File: config.mk
export PLATFORM = sky130hd
export DESIGN_NAME = freq_to_ftw
export DESIGN_NICKNAME = d
export VERILOG_FILES = /design/src/rtl/freq_to_ftw.sv
export SDC_FILE = /design/constraint.sdc
export NUM_CORES = 1
export LEC_CHECK = 0
export BUFFER_PORTS_ARGS = -buffer_cell sky130_fd_sc_hd__buf_4
export CAP_MARGIN = 20
export CORE_MARGIN = 2
export CORE_UTILIZATION = 60
export CTS_BUF_LIST = sky130_fd_sc_hd__clkbuf_4 sky130_fd_sc_hd__clkbuf_8
export CTS_CLUSTER_SIZE = 24
export DETAILED_ROUTE_END_ITERATION = 6
export PLACE_DENSITY_LB_ADDON = 0.1
export SLEW_MARGIN = 15
export SYNTH_ARGS = -nofsm -noshare
export SYNTH_HDL_FRONTEND = slang
export SYNTH_SLANG_ARGS = --single-unit
File: constraint.sdc
create_clock -name clk -period 6.1 [get_ports clk]
set_clock_uncertainty 0.2 [all_clocks]
set_input_delay 0.61 -clock clk [delete_from_list [all_inputs] [get_ports clk]]
set_output_delay 0.61 -clock clk [all_outputs]
set_load 0.03 [all_outputs]
File: src/rtl/freq_to_ftw.sv
// freq_to_ftw: tuning frequency (Hz) to NCO FTW by restoring division; define FTW_ROUND_EN for round-to-nearest
module freq_to_ftw #(
  parameter int unsigned CLK_HZ   = 61440000,
  parameter int unsigned MAX_FREQ = 30720000
) (
  input  logic        clk,
  input  logic        rst_n,
  input  logic [31:0] freq_in,
  input  logic        freq_valid,
  output logic [31:0] ftw_out,
  output logic        ftw_valid,
  output logic        busy,
  output logic        range_err
);
`ifdef FTW_ROUND_EN
  localparam int QW = 33;
`else
  localparam int QW = 32;
`endif
  localparam logic [5:0] LAST = 6'(QW - 1);
  typedef enum logic [1:0] {IDLE, CHECK, DIV, DONE} state_t;
  state_t state, state_nx;
  logic [31:0] req_reg, pend_reg, rem, rem_nx, ftw_nx;
  logic [32:0] r2;
  logic [QW-1:0] quo, quo_nx;
  logic [5:0] cnt;
  logic pend, over, rel, take, ge;
  always_comb begin
    over = req_reg > MAX_FREQ;
    rel = state == IDLE || state == DONE || (state == CHECK && over);
    take = rel && (freq_valid || pend);
    r2 = {rem, 1'b0};
    ge = r2 >= 33'(CLK_HZ);
    rem_nx = ge ? 32'(r2 - 33'(CLK_HZ)) : r2[31:0];
    quo_nx = {quo[QW-2:0], ge};
`ifdef FTW_ROUND_EN
    ftw_nx = quo_nx[32:1] + 32'(quo_nx[0]);
`else
    ftw_nx = quo_nx;
`endif
    state_nx = take ? CHECK : rel ? IDLE : state == CHECK ? DIV :
               (state == DIV && cnt == LAST) ? DONE : state;
    range_err = state == CHECK && over;
    ftw_valid = state == DONE;
  end
  always_ff @(posedge clk) begin
    if (!rst_n) begin
      state <= IDLE;
      busy <= 1'b0;
      ftw_out <= '0;
      req_reg <= '0;
      pend_reg <= '0;
      pend <= 1'b0;
      rem <= '0;
      quo <= '0;
      cnt <= '0;
    end else begin
      state <= state_nx;
      busy <= state_nx != IDLE;
      // a strobe coinciding with a release point wins over an older pending value
      if (take) begin
        req_reg <= freq_valid ? freq_in : pend_reg;
        pend <= 1'b0;
      end else if (freq_valid) begin
        pend_reg <= freq_in;
        pend <= 1'b1;
      end
      if (state == CHECK) begin
        rem <= req_reg;
        quo <= '0;
        cnt <= '0;
      end
      if (state == DIV) begin
        rem <= rem_nx;
        quo <= quo_nx;
        cnt <= cnt + 6'd1;
        if (cnt == LAST) ftw_out <= ftw_nx;
      end
    end
  end
endmodule

## After elaboration in Yosys (flattened, before gate mapping)

Index checks and enable logic that the tools add are counted.

| storage, ports and cells | value |
|---|---|
| ROM bits | 0 |
| register bits | 169 |
| memories kept | 0 |
| output and inout port bits | 35 |
| logic and storage cells | 41 |
| RAM bits | 0 |
| bits in latches | 0 |

| operators by class | value |
|---|---|
| order comparisons | 2 |
| $add $sub $neg | 2 |
| multiplexer cells | 12 |
| multipliers | 0 |
| reduce and logical (&&, ||, !) cells | 11 |
| equal/unequal tests | 4 |
| shift-type cells | 0 |
| div/mod/pow operators | 0 |
| bitwise operators | 1 |

Operators with widths:

| operator | count |
|---|---|
| 2-to-1 mux 32 bit | 4 |
| 2-to-1 mux 31 bit | 2 |
| >= comparator 33 x 26 -> 1 bit, second input constant | 1 |
| > comparator 32 x 25 -> 1 bit, second input constant | 1 |
| subtractor 32 x 26 -> 32 bit, second input constant | 1 |
| 2-to-1 mux 6 bit | 2 |
| 2-to-1 mux 2 bit | 4 |
| adder 6 x 1 -> 6 bit, second input constant | 1 |
| == test 6 x 5 -> 1 bit, second input constant | 1 |
| == test 2 bit, second input constant | 2 |
| nonzero test 2 bit | 2 |
| logical AND 1 bit | 3 |
| logical OR 1 bit | 3 |
| == test 2 x 1 -> 1 bit, second input constant | 1 |
| zero test 2 bit | 1 |
| AND reduction 2 bit | 1 |
| OR reduction 2 bit | 1 |
| inverter 1 bit | 1 |

## Depth between registers and ports, before layout

| logic depth | value |
|---|---|
| word-level depth | 7 |
| depth in mapped cells | 9 |
| depth with buffers taken out | 7 |

## Worst setup path after synthesis

No wires, ideal clock.

| timing | value |
|---|---|
| kind | register to register |
| start | reg state[0] |
| end | reg req_reg[21] |
| setup slack | 3.959 ns |
| cell stages (with the launch flop) | 9 |
| buffers on the path | 2 |
| arrival time | 1.846 ns |
| data required time | 5.805 ns |
| cells stage by stage | dfxtp_1 inv_1 ha_1 buf_2 clkinv_1 a21oi_2 nand2_4 buf_6 a221oi_1 |

| on the way | value |
|---|---|
| word-level cells in the longest chain between the ends | 4 |

Ends and longest elaborated chain:

| item | RTL line | text |
|---|---|---|
| start: declaration | 22 | `state_t state, state_nx;` |
| start signal: assignment | 58 | `state <= state_nx;` |
| == test 2 bit, or another cell as far along | 30 | `rel = state == IDLE \|\| state == DONE \|\| (state == CHECK && over);` |
| logical OR 1 bit or logical AND 1 bit (tied branches) | 30 |  |
| logical OR 1 bit (*) | 30 |  |
| logical AND 1 bit (*) | 31 | `take = rel && (freq_valid \|\| pend);` |
| end signal: assignment | 62 | `req_reg <= freq_valid ? freq_in : pend_reg;` |
| end: declaration | 23 | `logic [31:0] req_reg, pend_reg, rem, rem_nx, ftw_nx;` |

Every way passes the cells marked *; elsewhere a longest branch is shown, timed or not.
A chain may end at the register's enable or synchronous reset.

## Worst setup path after layout

| timing | value |
|---|---|
| start | in rst_n |
| end | reg rem[1] |

RTL lines:

| item | RTL line | text |
|---|---|---|
| start: declaration | 7 | `input logic rst_n,` |
| end signal: assignment | 69 | `rem <= req_reg;` |
| end signal: assignment | 74 | `rem <= rem_nx;` |
| end: declaration | 23 |  |

No word-level cell between the ends.

==> impl_metrics.py <==
metrics = {
    "status": {
        "run_status": "complete, no violations",
    },
    "placement": {
        "finalWeightedCongestion": 0.884,
        "io_buffer_count": 69,
        "place_hpwl_um": 10500,
        "post-place-ws_ns": 2.81,
        "place_inst": 1012,
        "placed_cell_area_um2": 7810,
    },
    "clock_tree": {
        "clock_sinks": 169,
        "post_cts_resized": 0,
        "cts.htree.levels": 4,
        "postCtsSetupBuffers": 0,
        "cts_tree": "done",
        "clkTransAtPathRegs_ns": 0.08,
        "cts.root.buffer_cell": "sky130_fd_sc_hd__clkbuf_8",
        "max-clock-path-buffers": 2,
        "ctsHoldBuffers": 0,
        "tritoncts.num_buffers": 17,
        "clk-insertion-delay-late_ns": 0.47,
    },
    "power_and_ir_drop": {
        "worst_ir_drop_vdd_v": 0.000196,
        "cellLeakagePower_nw": 3.15,
        "power_per_cell_area_nw_per_um2": 312,
        "power.total_mw": 2.58,
    },
    "floorplanning": {
        "placeableCoreArea_um2": 12000,
        "boundaryPins": 70,
        "die_h_um": 115,
        "row_count": 40,
        "die-area_um2": 13200,
        "die_w_um": 115,
        "initial_core_util_pct": 61.5,
    },
    "timing": {
        "final.setup.worst_slack_ns": 3.25,
        "fin_worst_hold_slack_ns": 0.193,
        "fmax_ghz": 0.350,
        "max_slew.worst_pin.slew_ns": 0.997,
        "relSlewSlack_pct": 33.4,
        "totalNegativeSetupSlack_ns": 0,
        "fin_crit_ns": 2.85,
        "final_max_slew_viol_count": 0,
        "setup_viol_count_final": 0,
        "unrepaired_setup_endpoints_after_global_routing": "false",
        "period_share_pct": 46.8,
        "finalHoldViolCount": 0,
    },
    "setup_path": {
        "critical_path_start_end_classification": "primary input to flip-flop",
        "critical_path_required_time_ns": 6.27,
        "worstSetupStartpointType": "primary input",
        "path_max_fanout": 90,
        "timing.critical_path.to_type": "flip-flop",
        "wp_data_arrival_ns": 3.02,
    },
    "detailed_routing": {
        "initial_drc_count": 539,
        "maxUsedRoutingLayer": "met4",
        "via_count": 6322,
        "route.detailed.drc": 0,
        "finalWirelength_um": 16600,
        "final_antenna_violating_net_count": 0,
        "drt_first_pass_iters": 5,
        "wl_met1_um": 7650,
        "routed_wl_per_cell_um": 15.9,
        "met3_routed_wl_um": 939,
        "avgViaCountPerCell": 6.04,
        "met2RoutedLength_um": 7700,
    },
    "synthesis": {
        "ys_async_sr_fraction_pct": 0,
        "synth_seq_area_share_pct": 45.8,
        "synthesis.area_um2": 7390,
        "ys_dominant_reg_cell": "sky130_fd_sc_hd__dfxtp_1",
        "postSynthCellCount": 862,
        "ys_ff_latch": 169,
        "syn-num-nets": 903,
        "synth_edf_count": 0,
        "synth-warning-count": 0,
        "synth.distinct_cells": 64,
        "per_instance_average_area_after_synthesis_um2": 8.57,
    },
    "cells_and_area": {
        "final_util_pct": 69.0,
        "layout.cell_area.non_filler_um2": 8280,
        "antenna-diode-count": 0,
        "nets": 927,
        "layout_common_cells": "sky130_fd_sc_hd__nand2_1 (183), sky130_fd_sc_hd__dfxtp_1 (169), sky130_fd_sc_hd__a21oi_1 (78), sky130_fd_sc_hd__buf_4 (74), sky130_fd_sc_hd__mux2i_1 (47)",
        "largest_reg_flops": 33,
        "commonest_non_fill_non_tap_cell_in_the_layout": "sky130_fd_sc_hd__nand2_1",
        "post_layout_nonfiller_instances": 1046,
        "final_layout_size_suffix_gt1_share_pct": 14.6,
        "area.growth.synth_to_final_pct": 12.1,
    },
    "job": {
        "max_cap_violations": 0,
    },
    "global_routing": {
        "globalRouteOverflowTotal": 0,
        "first_pass_grt_wire_length_um": 27200,
        "number_of_global_route_vias_before_repair": 5708,
        "grt_antenna_before_repair": 0,
        "grt_start_max_net_pins": 91,
        "grt_usage_pct": 25.4,
    },
    "hold_path": {
        "worstHoldPathType": "primary input to flip-flop",
    },
}
## routing by layer
| metal | vias up | global-route usage [%] |
|---|---|---|
| met2 | 216 | 39.6 |
| met4 | 0 | 8.27 |
| met1 | 2957 | 35.1 |
| met5 | - | 0 |
| li1 | 3121 | - |
| met3 | 28 | 6.11 |
## critical path, stage by stage
cell and delay, ns:
sky130_fd_sc_hd__buf_4 0.65, sky130_fd_sc_hd__clkinv_2 0.82, sky130_fd_sc_hd__buf_4 0.61, sky130_fd_sc_hd__a211oi_1 0.30
## final timing paths
check,startpoint,endpoint,slack (ns),cells past startpoint
hold / removal,freq_in[26],pend_reg[26],0.19,3
setup reg to reg,state[0],rem[21],3.26,6
hold reg to reg,ftw_out[13],ftw_out[13],0.26,2
setup / recovery,rst_n,rem[1],3.25,4
## power breakdown
group / total, mW / internal (mW) / switching (mW)
clock network: 0.881 / 0.477 / 0.404
registers: 1.25 / 1.18 / 0.0684
logic: 0.451 / 0.166 / 0.285
total: 2.58 / 1.83 / 0.757
## final cells by class
class / count / area [µm²]
flip-flops and latches: 169 / 3380
multi-input cells: 584 / 3540
inverters: 38 / 144
repair buffers: 76 / 586
well taps: 147 / 184
fillers: 979 / 3730
clock buffers: 21 / 277
clock inverters: 11 / 169
## cells by family after synthesis
logic type,after synthesis,share of synthesized area (%)
and+or+nand+nor,299,18.2
AOI/OAI and AO/OA,226,21.4
DFF,169,45.8
buffers and inverters,109,6.50
muxes,47,6.37
xor gates and xnor gates,6,0.712
adders and majority gates,6,1.02
## cells in the mapped netlist (all sizes together) (2+ instances only)
cell type	instances	share of area, %
a211oi	18	2.0
a21o	2	0.20
a21oi	79	5.4
a221oi	35	4.2
a22oi	2	0.20
a2bb2oi	5	0.59
a31o	2	0.24
a31oi	2	0.17
and2	4	0.36
and3	6	0.51
buf	17	1.8
clkbuf	54	2.8
clkinv	2	0.10
dfxtp	169	46
ha	6	1.0
inv	36	1.8
mux2i	47	6.4
nand2	184	9.5
nand3	39	2.8
nand4	7	0.59
nor2	30	1.6
nor3	4	0.34
nor3b	2	0.20
nor4	3	0.25
nor4b	3	0.53
o2111ai	5	0.83
o211ai	7	0.78
o21a	2	0.20
o21ai	11	0.75
o22ai	36	3.0
o2bb2ai	6	0.80
o311ai	5	0.83
o31a	2	0.24
o31ai	4	0.47
or2	2	0.17
or3	8	0.75
or4	4	0.41
xnor2	3	0.36
xor2	3	0.36
No activity file was read; power rests on OpenSTA's default activity.
